File: config.mk
export PLATFORM = sky130hd
export DESIGN_NAME = data_mem_responder
export DESIGN_NICKNAME = d
export VERILOG_FILES = /design/src/rtl/data_mem_responder.sv
export SDC_FILE = /design/constraint.sdc
export NUM_CORES = 2
export LEC_CHECK = 0
export CORE_MARGIN = 1
export CORE_UTILIZATION = 55
export CTS_BUF_LIST = sky130_fd_sc_hd__clkbuf_8
export DETAILED_ROUTE_END_ITERATION = 6
export PLACE_DENSITY = 0.71
export SETUP_SLACK_MARGIN = 0.2
export SKIP_LAST_GASP = 1
export SLEW_MARGIN = 20
export SYNTH_ARGS = -nofsm -noshare
export SYNTH_HDL_FRONTEND = slang
export SYNTH_SLANG_ARGS = --single-unit
File: constraint.sdc
create_clock -name clk -period 3.25 [get_ports clk]
set_input_delay 0.4875 -clock clk [delete_from_list [all_inputs] [get_ports clk]]
set_output_delay 0.4875 -clock clk [all_outputs]
set_load 0.03 [all_outputs]
File: src/rtl/data_mem_responder.sv
// data_mem_responder: wait-stated word RAM answering data-side loads and stores
module data_mem_responder #(
  parameter int DEPTH_WORDS = 64,
  parameter int WAIT_STATES = 1
) (
  input  logic        clk,
  input  logic        reset,
  input  logic        MemRead,
  input  logic        MemWrite,
  input  logic [31:0] DataAdr,
  input  logic [31:0] WriteData,
  output logic [31:0] ReadData,
  output logic        MemReady,
  output logic        AdrError,
  output logic [15:0] StoreCount
);
  localparam int AW = $clog2(DEPTH_WORDS);
  localparam logic [31:0] LIMIT = 32'(4 * DEPTH_WORDS);
  localparam logic [3:0] WS_INIT = 4'(WAIT_STATES > 0 ? WAIT_STATES - 1 : 0);
  typedef enum logic [1:0] {S_IDLE, S_WAIT, S_RESP} state_t;
  state_t state_q, state_d;
  logic [3:0] cnt_q, cnt_d;
  logic store_q, store_d;
  logic err_q, err_d;
  logic [AW-1:0] idx_q, idx_d;
  logic [31:0] wdata_q, wdata_d;
  logic [31:0] rdata_q, rdata_d;
  logic [15:0] count_q, count_d;
  logic [31:0] ram [DEPTH_WORDS];
  logic adr_bad;
  assign adr_bad = (DataAdr[1:0] != 2'b00) || (DataAdr >= LIMIT);
  assign ReadData = rdata_q;
  assign MemReady = state_q == S_RESP;
  assign AdrError = (state_q == S_RESP) && err_q;
  assign StoreCount = count_q;
  // Transaction sequencing, request latching, store counting and load data capture on RESP entry
  always_comb begin
    state_d = state_q;
    cnt_d = cnt_q;
    store_d = store_q;
    err_d = err_q;
    idx_d = idx_q;
    wdata_d = wdata_q;
    count_d = count_q;
    rdata_d = rdata_q;
    case (state_q)
      S_IDLE: if (MemRead || MemWrite) begin
        store_d = MemWrite;
        err_d = adr_bad;
        idx_d = DataAdr[AW+1:2];
        wdata_d = WriteData;
        cnt_d = WS_INIT;
        state_d = (WAIT_STATES == 0) ? S_RESP : S_WAIT;
      end
      S_WAIT: begin
        cnt_d = (cnt_q == 4'd0) ? 4'd0 : cnt_q - 4'd1;
        state_d = (cnt_q == 4'd0) ? S_RESP : S_WAIT;
      end
      S_RESP: begin
        state_d = S_IDLE;
        count_d = (store_q && !err_q && count_q != 16'hFFFF) ? count_q + 16'd1 : count_q;
      end
      default: state_d = S_IDLE;
    endcase
    if (state_d == S_RESP && state_q != S_RESP)
      rdata_d = err_d ? 32'd0 : (store_d ? rdata_q : ram[idx_d]);
  end
  // Control and data registers, cleared asynchronously
  always_ff @(posedge clk or negedge reset) begin
    if (!reset) begin
      state_q <= S_IDLE;
      cnt_q <= 4'd0;
      store_q <= 1'b0;
      err_q <= 1'b0;
      idx_q <= '0;
      wdata_q <= 32'd0;
      rdata_q <= 32'd0;
      count_q <= 16'd0;
    end else begin
      state_q <= state_d;
      cnt_q <= cnt_d;
      store_q <= store_d;
      err_q <= err_d;
      idx_q <= idx_d;
      wdata_q <= wdata_d;
      rdata_q <= rdata_d;
      count_q <= count_d;
    end
  end
  // Store commit at the edge that ends RESP; RAM keeps its contents across reset
  always_ff @(posedge clk) begin
    if (state_q == S_RESP && store_q && !err_q) ram[idx_q] <= wdata_q;
  end
endmodule

* After elaboration in Yosys (flattened, before gate mapping)
Memory sizes are Yosys's and may differ from the RTL's. Index checks and enable logic that the tools add are counted.
Storage, ports and cells: bits in registers 94, memory bits (writable) 2048, output and inout port bits 50, memories kept 1
Memories:
- ram | words 64, width 32, rd ports 1, clocked after memory_dff 0, wr ports 1, RTL line 29 | logic [31:0] ram [DEPTH_WORDS];
Operators by class: $add $sub $neg 2, $lt $le $gt $ge 1, equality and inequality tests 7, mux-type cells 16, reductions and logical operators 17
Operator list (count):
- two-way mux 32 bit | 2
- >= comparator 32 x 9 -> 1 bit, second input constant | 1
- adder 16 x 1 -> 16 bit, second input constant | 1
- inequality test 16 bit, second input constant | 1
- two-way mux 6 bit | 2
- two-way mux 4 bit | 2
- one-hot mux 4 bit (2 select lines) | 1
- AND reduction 2 bit | 4
- logical AND 1 bit | 6
- two-way mux 1 bit | 6
- equality test 2 bit, second input constant | 2
- logical NOT 4 bit | 1
- two-way mux 2 bit | 2
- inequality test 2 bit, second input constant | 2
- one-hot mux 2 bit (2 select lines) | 1
- nonzero test 2 bit | 2
- subtractor 4 x 1 -> 4 bit, second input constant | 1
- equality test 2 x 1 -> 1 bit, second input constant | 1
- logical NOT 2 bit | 1
- logical OR 1 bit | 2
- inequality test 2 x 1 -> 1 bit, second input constant | 1
- logical NOT 1 bit | 1

* Longest topological paths before layout
word-level depth 6, gate-level depth with buffers 16, mapped depth without buffers 10

* Worst setup path after synthesis
OpenSTA, ideal clock, no wires.
kind register -> register, start register state_q[1], end memory ram[61][0], enable pin, arrival time 3033 ps, setup slack -204 ps, stages on the path, launching flop included 6, path buffers 0, period minus slack after synthesis 3454 ps, path through dfrtp_1 nor2b_1 and3b_1 nor2b_1 nand3_1 nor2_1
Between the ends: cells in the longest elaborated chain, start to end 5
RTL lines:
- start, declared | RTL line 21 | state_t state_q, state_d;
- start signal, assigned | RTL line 80 | state_q <= state_d;
- equality test 2 bit
- net MemReady | RTL line 13 | output logic MemReady,
- logical AND 1 bit (2 in a row) | RTL line 92 | if (state_q == S_RESP && store_q && !err_q) ram[idx_q] <= wdata_q;
- two-way mux 1 bit | RTL line 92
- two-way mux 1 bit (implied by the code) | RTL line 92
- end, declared | RTL line 29
The timed path passes the listed nets, and every way through them passes these cells.

* Worst setup path in the final report
start register state_q[0], end register rdata_q[17] (netlist: ReadData[17])
Between the ends: cells in the longest elaborated chain, start to end 5, elaborated cells between the ends (all ways) 15
RTL lines:
- logical NOT 2 bit (tied with other cells) | RTL line 46 | case (state_q)
- two-way mux 6 bit / one-hot mux 2 bit (2 select lines) (equally long branches) | RTL line 46
- memory (64 x 32 bit) / equality test 2 bit (equally long branches)
- two-way mux 32 bit / logical AND 1 bit (equally long branches) | RTL line 66, 65
- two-way mux 32 bit / AND reduction 2 bit (equally long branches)
- end signal, assigned | RTL line 86 | rdata_q <= rdata_d;
- end, declared | RTL line 27 | logic [31:0] rdata_q, rdata_d;
Parallel ways exist; a longest one is shown, timed or not. The select of a mux whose other input is x is not followed. A chain may end at the register's enable or synchronous reset.

==> out/results.tsv <==
metric	value	unit
Register Area	63900	um2
Post-Synth Simple-Gate Area	9.54	%
Worst-Skew Late Latency	1070	ps
Final Wtd Congestion	0.921	
Power per Cell Area	1000	nW/um2
Port Buf Inserts	117	
Die Ht	393	um
Overflow after GRT	0	
Slew headroom	21.7	%
via count	59400	
CP Launch Type	register	
dpl cell area	93700	um2
gr usage total	35.6	%
ys flop type	edfxtp_1	
Netlist cell types	70	
crit path time final	3310	ps
synthesized-area fraction occupied by adder cells	0.0445	%
CORE AREA	152000	um2
sequential share of the synthesized area	75.8	%
std cell rows	143	
Sw Pwr	41.0	mW
Horiz. Die Dim	393	um
crit path DAT	4200	ps
EDFF count, synth	2048	
worst-path fanout max	7	
Syn Nets	5700	
Net Sw Frac	39.4	%
Period Utilization, post-route	102	%
first-pass GRT wire length	393000	um
Final Hold Fails	0	
Crit-path slowest cell	nand4_1	
die area	155000	um2
Worst Setup End Kind	register	
crit-path max cell delay	440	ps
failing checks	DRC, setup timing	
DR vias/cell	6.74	
Area Overhead vs Synth	23.3	%
fill cell count	9836	
asr flop ratio synth	4.39	%
final setup vio count	4	
CTS Sinks	2142	
largest net degree at the start of global routing	66	
Iteration-0 DRC Markers	10400	
number of iterations in the first detailed-routing pass	7	
Finished Cell Area	104000	um2
largest family of logic cells by synthesized area	simple AND/OR/NAND/NOR gates	
IO Count	118	
Clock transition at path regs	60	ps
Clock Skews	84.7	ps
final core occ	68.3	%
Yosys top cell by area	edfxtp_1	
Final ANT Viol Nets	0	
worst slew pin tran	1170	ps
Synthesis Warnings	0	
achievable frequency	0.302	GHz
Mapped Avg Cell Area	15.0	um2
VDD IR-drop max	897	uV
GR peak layer	met2	
Hold WC Path Type	input port to register	
CP required	4140	ps
setup tns final	-83.2	ps
Leakage	36.5	nW
Starting Density	55.4	%
Comb pwr share	43.2	%
final worst slack	-62.3	ps
vias in the first global route	56300	
Area contributors post-synth	edfxtp_1 73%, nand2_1 4.8%, a211oi_1 3.2%	
post-layout net count	6593	
CTS H-Tree Depth	5	
Longest Clk Path Bufs	4	
clock root buffer	clkbuf_8	
initial antenna violation count	13	
post-detail-place hpwl	163000	um
clock share of power	20.4	%
Yosys reg bits	2142	
Synth Area in Compound Gates	9.42	%
RSZ-0062 raised after global routing	yes	
DR WL/cell	32.3	um
mux cell area share after synthesis	2.72	%
multi-input logic area	20600	um2
Max Cap Violations	0	
global routing met2 resource utilization	52.5	%
Setup CP Type	register to register	
Int Power	63.0	mW
DR DRC count	2	
Max Slew Vio Count	0	
Synth top area share	73.0	%
met3 Resource Use GR	11.1	%
share of cells above drive strength 1	24.5	%
Synth Area in XOR/XNOR	0.177	%
CTS tree	yes	
Synth Cell Area	84300	um2
final WL	285000	um
Flop pwr share	36.4	%
synthesized instance count	5629	
status	complete, but fails checks	
met1 Usage GRT	47.3	%
worst path cell trace	or2_4 -> buf_6 -> o21ai_4 -> and2_4 -> inv_12 -> buf_16 -> buf_12 -> mux2i_4 -> a221oi_2 -> a22oi_2 -> nand4_1 -> a211o_1	
CTS buffer count	338	
-- routing by layer --
layer | vias up | part of all wire, %
met5 | - | 0.024
met4 | 10 | 6.3
met3 | 988 | 16
met2 | 5292 | 44
met1 | 29200 | 34
li1 | 23900 | -
-- cell usage after synthesis, types with 14 or more instances --
| cell | n |
|---|---|
| nand2_1 | 1074 |
| a311oi_1 | 78 |
| a21oi_1 | 31 |
| mux4_2 | 57 |
| o211ai_1 | 18 |
| buf_2 | 154 |
| edfxtp_1 | 2048 |
| dfrtp_1 | 94 |
| nor3_1 | 33 |
| mux2i_1 | 97 |
| buf_6 | 23 |
| or3_1 | 14 |
| a31oi_1 | 321 |
| a22oi_1 | 78 |
| nand4_1 | 21 |
| nor2_1 | 125 |
| a211oi_1 | 358 |
| a221oi_1 | 22 |
| o22ai_1 | 30 |
| a41oi_1 | 19 |
| buf_1 | 47 |
| clkbuf_1 | 174 |
| and3_1 | 369 |
| a211o_1 | 18 |
| o21ai_0 | 53 |
| a32oi_1 | 28 |
| nand3_1 | 109 |
-- cell type report --
cell class | instances | area share [%]
Sequential cell | 2142 | 61.5
Multi-Input combinational cell | 3070 | 19.8
Timing Repair Buffer | 954 | 10.2
Clock buffer | 368 | 4.88
Tap cell | 2030 | 2.44
Clock inverter | 221 | 1.01
Inverter | 13 | 0.0879
Timing Repair inverter | 3 | 0.0301
Antenna cell | 5 | 0.0120
-- repair_timing --
item,4_1_cts,5_1_grt
resized for setup,239,219
hold buffers,35,0
gates cloned,17,17
hold endpoints to repair,126,0
endpoints found under the setup margin,33,33
setup buffers,35,40
pin swaps,68,112
-- worst paths after layout --
path,start,to,slack (ps),depth (start not counted)
worst min register to register,StoreCount[6]$_DFFE_PN0P_,StoreCount[6]$_DFFE_PN0P_,500,1
min in group asynchronous,reset,ReadData[24]$_DFFE_PN0P_,450,3
worst max register to register,state_q[0]$_DFF_PN0_,ReadData[17]$_DFFE_PN0P_,-60,12
worst max-delay path,state_q[0]$_DFF_PN0_,ReadData[17]$_DFFE_PN0P_,-60,12
max in group asynchronous,reset,wdata_q[25]$_DFFE_PN0P_,2020,4
worst min-delay path,WriteData[7],wdata_q[7]$_DFFE_PN0P_,70,3
-- stage by stage --
step           total power [mW]  hold slack [ps]  cells  setup slack [ps]
4_1_cts                    99.0             5.11   8743              76.9
3_3_place_gp               74.0              484   8067             -1080
2_1_floorplan              55.7              192   5629              -204
5_1_grt                     106             64.8   8802             -59.4
3_5_place_dp               74.8              489   8067             -1110
6_report                    104             71.5   8806             -62.3
-- placed cells by master (no fill, tap or decap), drive strengths merged, types with 5 or more instances in the layout --
cell and count:
a21oi 31, a31oi 321, xnor2 13, bufinv 6
inv 130, nand2 1074, buf 777, a221oi 22
clkdlybuf4s50 114, nand3 109, clkinvlp 6, nor2 129
a211o 18, or3 14, clkinv 95, o2111ai 13
nor3 33, nand4 21, o211ai 18, o21ai 59
a311oi 78, mux4 57, bufbuf 11, diode 5
edfxtp 2048, a41oi 19, and3 369, o22ai 30
a211oi 362, dfrtp 94, clkbuf 384, mux2i 97
a222oi 7, nor4 9, a22oi 78, dlygate4sd3 34
and2 7, a32oi 28
-- worst max-delay path, delay by kind of cell (launching register included) --
kind | cells | cell delay, ps
simple gates | 3 | 1070
mux | 1 | 170
buf+inv | 4 | 550
compound gates | 4 | 980
flops | 1 | 400
-- flip-flops by register name, summed over array words and instances (netlist names) --
register / flops
wdata_q: 32
cnt_q: 4
ram: 2048
store_q: 1
err_q: 1
state_q: 2
StoreCount: 16
idx_q: 6
ReadData: 32
-- power by group through the flow --
stage	combinational [mW]	clock, mW	sequential [mW]
6_report	44.9	21.2	37.9
5_1_grt	46.2	22.4	37.9
2_1_floorplan	18.2	0	37.5
3_5_place_dp	36.6	0	38.3
3_3_place_gp	35.8	0	38.2
4_1_cts	40.2	21.1	37.7
-- kinds of logic (layout without fill, tap and decap cells) --
logic type      after synthesis  in the layout
flops                      2142           2142
compound gates             1105           1105
mux                         157            157
fa+ha+maj                     3              3
other cells                   0              5
buf+inv                     417           1559
xor+xnor                     17             17
simple gates               1788           1788
No activity file was read; power rests on OpenSTA's default activity.
